## src/rtl/writeback_unit.sv

```systemverilog
// Registered N-lane writeback stage with in-order trap resolution and a RUN/TRAP stall FSM.
// Optional retire counter on port retire_cnt_o is enabled by defining WB_RETIRE_CNT_EN.
module writeback_unit #(
  parameter int LANES = 2,
  parameter int XLEN  = 32,
  parameter int RA_W  = 5,
  parameter int LW    = 1
) (
  input  logic                    clk_i,
  input  logic                    rst_n_i,
  input  logic                    valid_i,
  output logic                    ready_o,
  input  logic                    flush_i,
  input  logic [LANES-1:0]        lane_en_i,
  input  logic [LANES*XLEN-1:0]   alu_out_i,
  input  logic [LANES*XLEN-1:0]   load_data_i,
  input  logic [LANES*XLEN-1:0]   pc_i,
  input  logic [LANES*RA_W-1:0]   rd_addr_i,
  input  logic [LANES-1:0]        regwrite_i,
  input  logic [LANES*2-1:0]      wb_sel_i,
  input  logic [LANES*2-1:0]      ld_size_i,
  input  logic [LANES-1:0]        ld_unsigned_i,
  input  logic [LANES*2-1:0]      ld_off_i,
  input  logic [LANES-1:0]        illegal_i,
  input  logic [LANES-1:0]        misaligned_i,
  input  logic                    trap_ack_i,
  output logic [LANES-1:0]        rd_we_o,
  output logic [LANES*RA_W-1:0]   rd_addr_o,
  output logic [LANES*XLEN-1:0]   rd_data_o,
  output logic                    trap_o,
  output logic [LW-1:0]           trap_lane_o,
  output logic [XLEN-1:0]         trap_pc_o,
  output logic [1:0]              trap_cause_o
`ifdef WB_RETIRE_CNT_EN
  ,
  output logic [63:0]             retire_cnt_o
`endif
);

  typedef enum logic {RUN, TRAP} state_e;

  state_e                  state_q, state_d;
  logic [LANES-1:0]        rd_we_q, rd_we_d;
  logic [LANES*RA_W-1:0]   rd_addr_q, rd_addr_d;
  logic [LANES*XLEN-1:0]   rd_data_q, rd_data_d;
  logic                    trap_q, trap_d;
  logic [LW-1:0]           trap_lane_q, trap_lane_d;
  logic [XLEN-1:0]         trap_pc_q, trap_pc_d;
  logic [1:0]              trap_cause_q, trap_cause_d;
  logic                    accept;
  logic                    squash;
`ifdef WB_RETIRE_CNT_EN
  logic [63:0]             cnt_q, cnt_d;
  logic [2:0]              retired;
`endif

  function automatic logic [XLEN-1:0] load_ext(input logic [XLEN-1:0] w,
                                               input logic [1:0] sz,
                                               input logic [1:0] off,
                                               input logic uns);
    logic [7:0]  b;
    logic [15:0] h;
    b = w[{off, 3'b000} +: 8];
    h = w[{off[1], 4'b0000} +: 16];
    if (sz[1])
      return w;
    else if (!sz[0])
      return {{(XLEN-8){b[7] & ~uns}}, b};
    else
      return {{(XLEN-16){h[15] & ~uns}}, h};
  endfunction

  function automatic logic [XLEN-1:0] lane_result(input logic [1:0] sel,
                                                  input logic [XLEN-1:0] alu,
                                                  input logic [XLEN-1:0] pc,
                                                  input logic [XLEN-1:0] ld);
    case (sel)
      2'b01:   return pc + XLEN'(4);
      2'b10:   return ld;
      default: return alu;
    endcase
  endfunction

  assign accept = (state_q == RUN) & valid_i & ~flush_i;

  always_comb begin
    state_d      = state_q;
    rd_we_d      = '0;
    rd_addr_d    = '0;
    rd_data_d    = '0;
    trap_d       = trap_q;
    trap_lane_d  = trap_lane_q;
    trap_pc_d    = trap_pc_q;
    trap_cause_d = trap_cause_q;
    squash       = 1'b0;
`ifdef WB_RETIRE_CNT_EN
    cnt_d        = cnt_q;
    retired      = '0;
`endif
    case (state_q)
      RUN: begin
        if (accept) begin
          // Walk lanes oldest-first; the first fault squashes itself and every younger lane.
          for (int unsigned k = 0; k < LANES; k++) begin
            if (!squash && lane_en_i[k] && (illegal_i[k] || misaligned_i[k])) begin
              squash       = 1'b1;
              state_d      = TRAP;
              trap_d       = 1'b1;
              trap_lane_d  = LW'(k);
              trap_pc_d    = pc_i[k*XLEN +: XLEN];
              trap_cause_d = illegal_i[k] ? 2'd1 : 2'd2;
            end
            if (!squash && lane_en_i[k]) begin
`ifdef WB_RETIRE_CNT_EN
              retired = retired + 3'd1;
`endif
              if (regwrite_i[k] && (rd_addr_i[k*RA_W +: RA_W] != '0)) begin
                rd_we_d[k]                  = 1'b1;
                rd_addr_d[k*RA_W +: RA_W]   = rd_addr_i[k*RA_W +: RA_W];
                rd_data_d[k*XLEN +: XLEN]   = lane_result(
                    wb_sel_i[k*2 +: 2], alu_out_i[k*XLEN +: XLEN], pc_i[k*XLEN +: XLEN],
                    load_ext(load_data_i[k*XLEN +: XLEN], ld_size_i[k*2 +: 2],
                             ld_off_i[k*2 +: 2], ld_unsigned_i[k]));
              end
            end
          end
`ifdef WB_RETIRE_CNT_EN
          cnt_d = cnt_q + 64'(retired);
`endif
        end
      end
      TRAP: begin
        if (trap_ack_i) begin
          state_d      = RUN;
          trap_d       = 1'b0;
          trap_lane_d  = '0;
          trap_pc_d    = '0;
          trap_cause_d = '0;
        end
      end
      default: state_d = RUN;
    endcase
  end

  always_ff @(posedge clk_i or negedge rst_n_i) begin
    if (!rst_n_i) begin
      state_q      <= RUN;
      rd_we_q      <= '0;
      rd_addr_q    <= '0;
      rd_data_q    <= '0;
      trap_q       <= 1'b0;
      trap_lane_q  <= '0;
      trap_pc_q    <= '0;
      trap_cause_q <= '0;
`ifdef WB_RETIRE_CNT_EN
      cnt_q        <= '0;
`endif
    end else begin
      state_q      <= state_d;
      rd_we_q      <= rd_we_d;
      rd_addr_q    <= rd_addr_d;
      rd_data_q    <= rd_data_d;
      trap_q       <= trap_d;
      trap_lane_q  <= trap_lane_d;
      trap_pc_q    <= trap_pc_d;
      trap_cause_q <= trap_cause_d;
`ifdef WB_RETIRE_CNT_EN
      cnt_q        <= cnt_d;
`endif
    end
  end

  assign ready_o      = (state_q == RUN);
  assign rd_we_o      = rd_we_q;
  assign rd_addr_o    = rd_addr_q;
  assign rd_data_o    = rd_data_q;
  assign trap_o       = trap_q;
  assign trap_lane_o  = trap_lane_q;
  assign trap_pc_o    = trap_pc_q;
  assign trap_cause_o = trap_cause_q;
`ifdef WB_RETIRE_CNT_EN
  assign retire_cnt_o = cnt_q;
`endif

endmodule

```

## config.mk

```make
export PLATFORM = sky130hd
export DESIGN_NAME = writeback_unit
export DESIGN_NICKNAME = d
export VERILOG_FILES = /design/src/rtl/writeback_unit.sv
export SDC_FILE = /design/constraint.sdc
export NUM_CORES = 1
export LEC_CHECK = 0
export BUFFER_PORTS_ARGS = -buffer_cell sky130_fd_sc_hd__buf_4
export CORE_ASPECT_RATIO = 0.9
export CORE_MARGIN = 3
export CORE_UTILIZATION = 44
export CTS_CLUSTER_DIAMETER = 150
export DETAILED_ROUTE_END_ITERATION = 10
export GPL_TIMING_DRIVEN = 0
export PLACE_DENSITY_LB_ADDON = 0.3
export SYNTH_ARGS = -nofsm -noshare
export SYNTH_HDL_FRONTEND = slang
export SYNTH_SLANG_ARGS = --single-unit
```

## constraint.sdc

```tcl
create_clock -name clk_i -period 2 [get_ports clk_i]
set_clock_uncertainty 0.2 [all_clocks]
set_input_delay 0.4 -clock clk_i [delete_from_list [all_inputs] [get_ports clk_i]]
set_output_delay 0.4 -clock clk_i [all_outputs]
set_load 0.01 [all_outputs]
```

==> results by group <==
Synth
  – Yosys top cell by area: dfrtp_1
  – Main synth FF type: dfrtp_1
  – Unique masters post-synth: between 60 and 70
  – Share of the synthesized area in the top cell type: 37.1%
  – Synth area leaders: dfrtp_1 (37%), o21ai_0 (5.4%), mux2i_1 (4.6%), a21oi_1 (4.5%), nand3_1 (3.7%)
  – Count leader, synth: dfrtp_1
  – Async set or reset register ratio after synthesis: 100%
  – Ys Warns: 0
  – Synth Instances: 908
  – Post-synth EDFFs: 0
  – Synth top cells by count: dfrtp_1 (113), o21ai_0 (82), a21oi_1 (69), nand2_1 (66), inv_1 (59)
  – Post-synthesis area per instance: 8.38 um2
  – Post-synthesis sequential area ratio: 37.1%
  – Mapped Area: 0.00761 mm2
  – Synth Net Count: 1143
  – Seq cells post-synth: roughly 110

CTS
  – Num Clock Sinks: 113
  – Clock Path Buffers: 2
  – Total CTS buffers: 17
  – Skew-Pair Late Insertion Delay: 420 ps
  – CTS Root Cell: clkbuf_16
  – H-tree depth: 4
  – CTS tree: built
  – Reg clk slew, reported paths: about 60 ps

Placed design
  – GP Congestion: around 0.98
  – Port bufs: ~340
  – DP HPWL: 26900 um

Floorplan
  – Die Height: 131 um
  – Core Area: ~0.017 mm2
  – Number of top-level pins: 342
  – Die ar.: about 0.019 mm2
  – DIE WIDTH: 145 um
  – Starting Density: between 40% and 50%
  – Core Rows: between 40 and 50

Power and ir drop
  – Tot Pwr: 7.72 mW
  – Worst ir drop on vdd: around 0.00065 V
  – Leak: about 5.4 nW
  – Pwr per Cell Area: 667 mW/mm2

Min path
  – HP Class: input pin to flop

Final layout
  – Layout cell share with drive strength beyond 1: 35.5%
  – # fillers: 1396
  – Final nets: 1521
  – Area of the multi-input gates: 0.00450 mm2
  – Layout area overhead: 51.9%
  – Register Area: 0.00283 mm2

Timing
  – Slew Viols, Final: 0
  – Fin crit share: 101%
  – Setup slack after layout: -20.2 ps
  – RSZ-0062 raised after global routing: yes
  – Hold slack: 15.5 ps
  – Slew at the pin closest to its max-slew limit: 725 ps
  – Period minus WS final: 2020 ps
  – Slew margin rel.: 51.6%
  – F_max: approximately 500 MHz
  – Final setup viols: 1
  – Final hold violations: 0

Global routing
  – Initial antenna violation count: 1
  – Largest net degree at the start of global routing: 82
  – Global-route wire length before repair: 49900 um
  – Gr usage total: 35.0%
  – GRT overflow: 0
  – Vias in the first global route: 8863

Drt
  – DRC: 0
  – Vias/cell: around 6.2
  – Post-DRT Antenna Nets: 0
  – Pre-Repair DR Iteration Count: 7
  – Drt wl/cell: 23.1 um
  – Starting DRT DRC Count: 1068
  – Via count: 9367
  – DRT Wirelength: 34800 um

Run
  – Max-Cap Viols: 0

Setup path
  – Startpoint types: input pin
  – CP required: ~2200 ps
  – CP arrival: 2180 ps
  – CP Class: input pin to flop
  – Crit. End Element: flop
  – Critical-path maximum fanout: 10

Run status
  – Failing checks: setup timing
  – Status: finished, violations left
## registers in the layout, summed over array words and instances, names as in the netlist
signal	cells
trap_pc_o	32
trap_cause_o	2
state_q	1
trap_lane_o	1
rd_addr_o	10
rd_we_o	2
rd_data_o	64
trap_o	1
## stage by stage
stage / util, % / instances / setup TNS, ps / setup slack (ps) / cell area (um2)
global route: 70.0 / 1506 / -366 / -110 / 11600
CTS: 69.1 / 1500 / 0 / 2.68 / 11400
global placement: 63.8 / 1450 / -43410 / -770 / 10500
detailed placement: 64.0 / 1451 / -43970 / -748 / 10600
floorplan: - / 908 / -1390 / -175 / 7760
finish: 70.0 / 1507 / -20.2 / -20.2 / 11600
## layer usage
layer	up-vias	routed length (um)	track usage, %
li1	4159	-	-
met1	4462	14100	48.1
met2	644	15600	53.3
met3	100	3950	9.28
met4	2	1180	12.7
met5	-	11	0
## cell families (layout without fill, tap and decap cells)
| family | after synthesis | count (layout) | synth area share [%] |
|---|---|---|---|
| multiplexers | 36 | 36 | 4.75 |
| AO/OA/AOI/OAI | 305 | 305 | 26.5 |
| XOR/XNOR | 36 | 36 | 4.14 |
| buffers and inverters | 133 | 524 | 7.10 |
| other | 0 | 1 | 0 |
| AND/OR/NAND/NOR | 279 | 279 | 19.4 |
| flip-flops | 113 | 113 | 37.1 |
| adder cells (fa/ha/maj) | 6 | 6 | 0.986 |
## report_power, final
| part | internal [mW] | total, mW | switching, mW | leakage [nW] |
|---|---|---|---|---|
| clock network | 1.88 | 3.17 | 1.30 | 0.295 |
| registers | 2.45 | 2.55 | 0.103 | 1.54 |
| logic | 0.892 | 1.99 | 1.10 | 3.52 |
## placed cells by master, fill, tap and decap left out, types with 18 or more instances in the layout
cell type / count
clkbuf_1: 37
nand3_1: 54
nand2_1: 64
nor3_1: 21
a32oi_1: 21
nand2b_1: 27
dfrtp_1: 113
nor2_1: 24
a21oi_1: 63
buf_4: 350
xnor2_1: 27
inv_1: 58
a31oi_1: 18
o21ai_0: 79
mux2i_1: 32
## cell type report
type | count | area share, %
Tap cell | 207 | 2.24
Inverter | 61 | 2.09
Multi-Input combinational cell | 662 | 38.9
Antenna cell | 1 | 0.0216
Buffer | 71 | 3.33
Timing Repair Buffer | 360 | 23.8
Clock inverter | 15 | 1.49
Sequential cell | 113 | 24.5
Clock buffer | 17 | 3.68
## timing repair
action / 4_1_cts / 5_1_grt
endpoints found under the setup margin: 63 / 77
buffers inserted: 7 / 7
hold buffers: 10 / 0
pin swaps: 10 / 10
hold endpoints to repair: 41 / 0
gates resized for setup: 23 / 44
## worst max-delay path: stages
cell,delay (ps)
buf_4,120
nand4_1,220
or4_4,560
buf_6,160
or4_1,400
a21oi_1,170
o311a_1,160
## final timing paths
path | start | endpoint | slack, ps | cells past startpoint
max | pc_i[39] | rd_data_o[56]$_DFF_PN0_ | -20 | 7
min | rd_addr_i[1] | rd_addr_o[1]$_DFF_PN0_ | 20 | 2
max reg2reg | state_q$_DFF_PN0_ | rd_data_o[10]$_DFF_PN0_ | 60 | 7
min reg2reg | trap_o$_DFFE_PN0P_ | trap_o$_DFFE_PN0P_ | 300 | 2
max in group asynchronous | rst_n_i | rd_data_o[37]$_DFF_PN0_ | 640 | 3
min in group asynchronous | rst_n_i | rd_data_o[25]$_DFF_PN0_ | 250 | 2
Note: power is estimated with default switching activity, not from simulation.
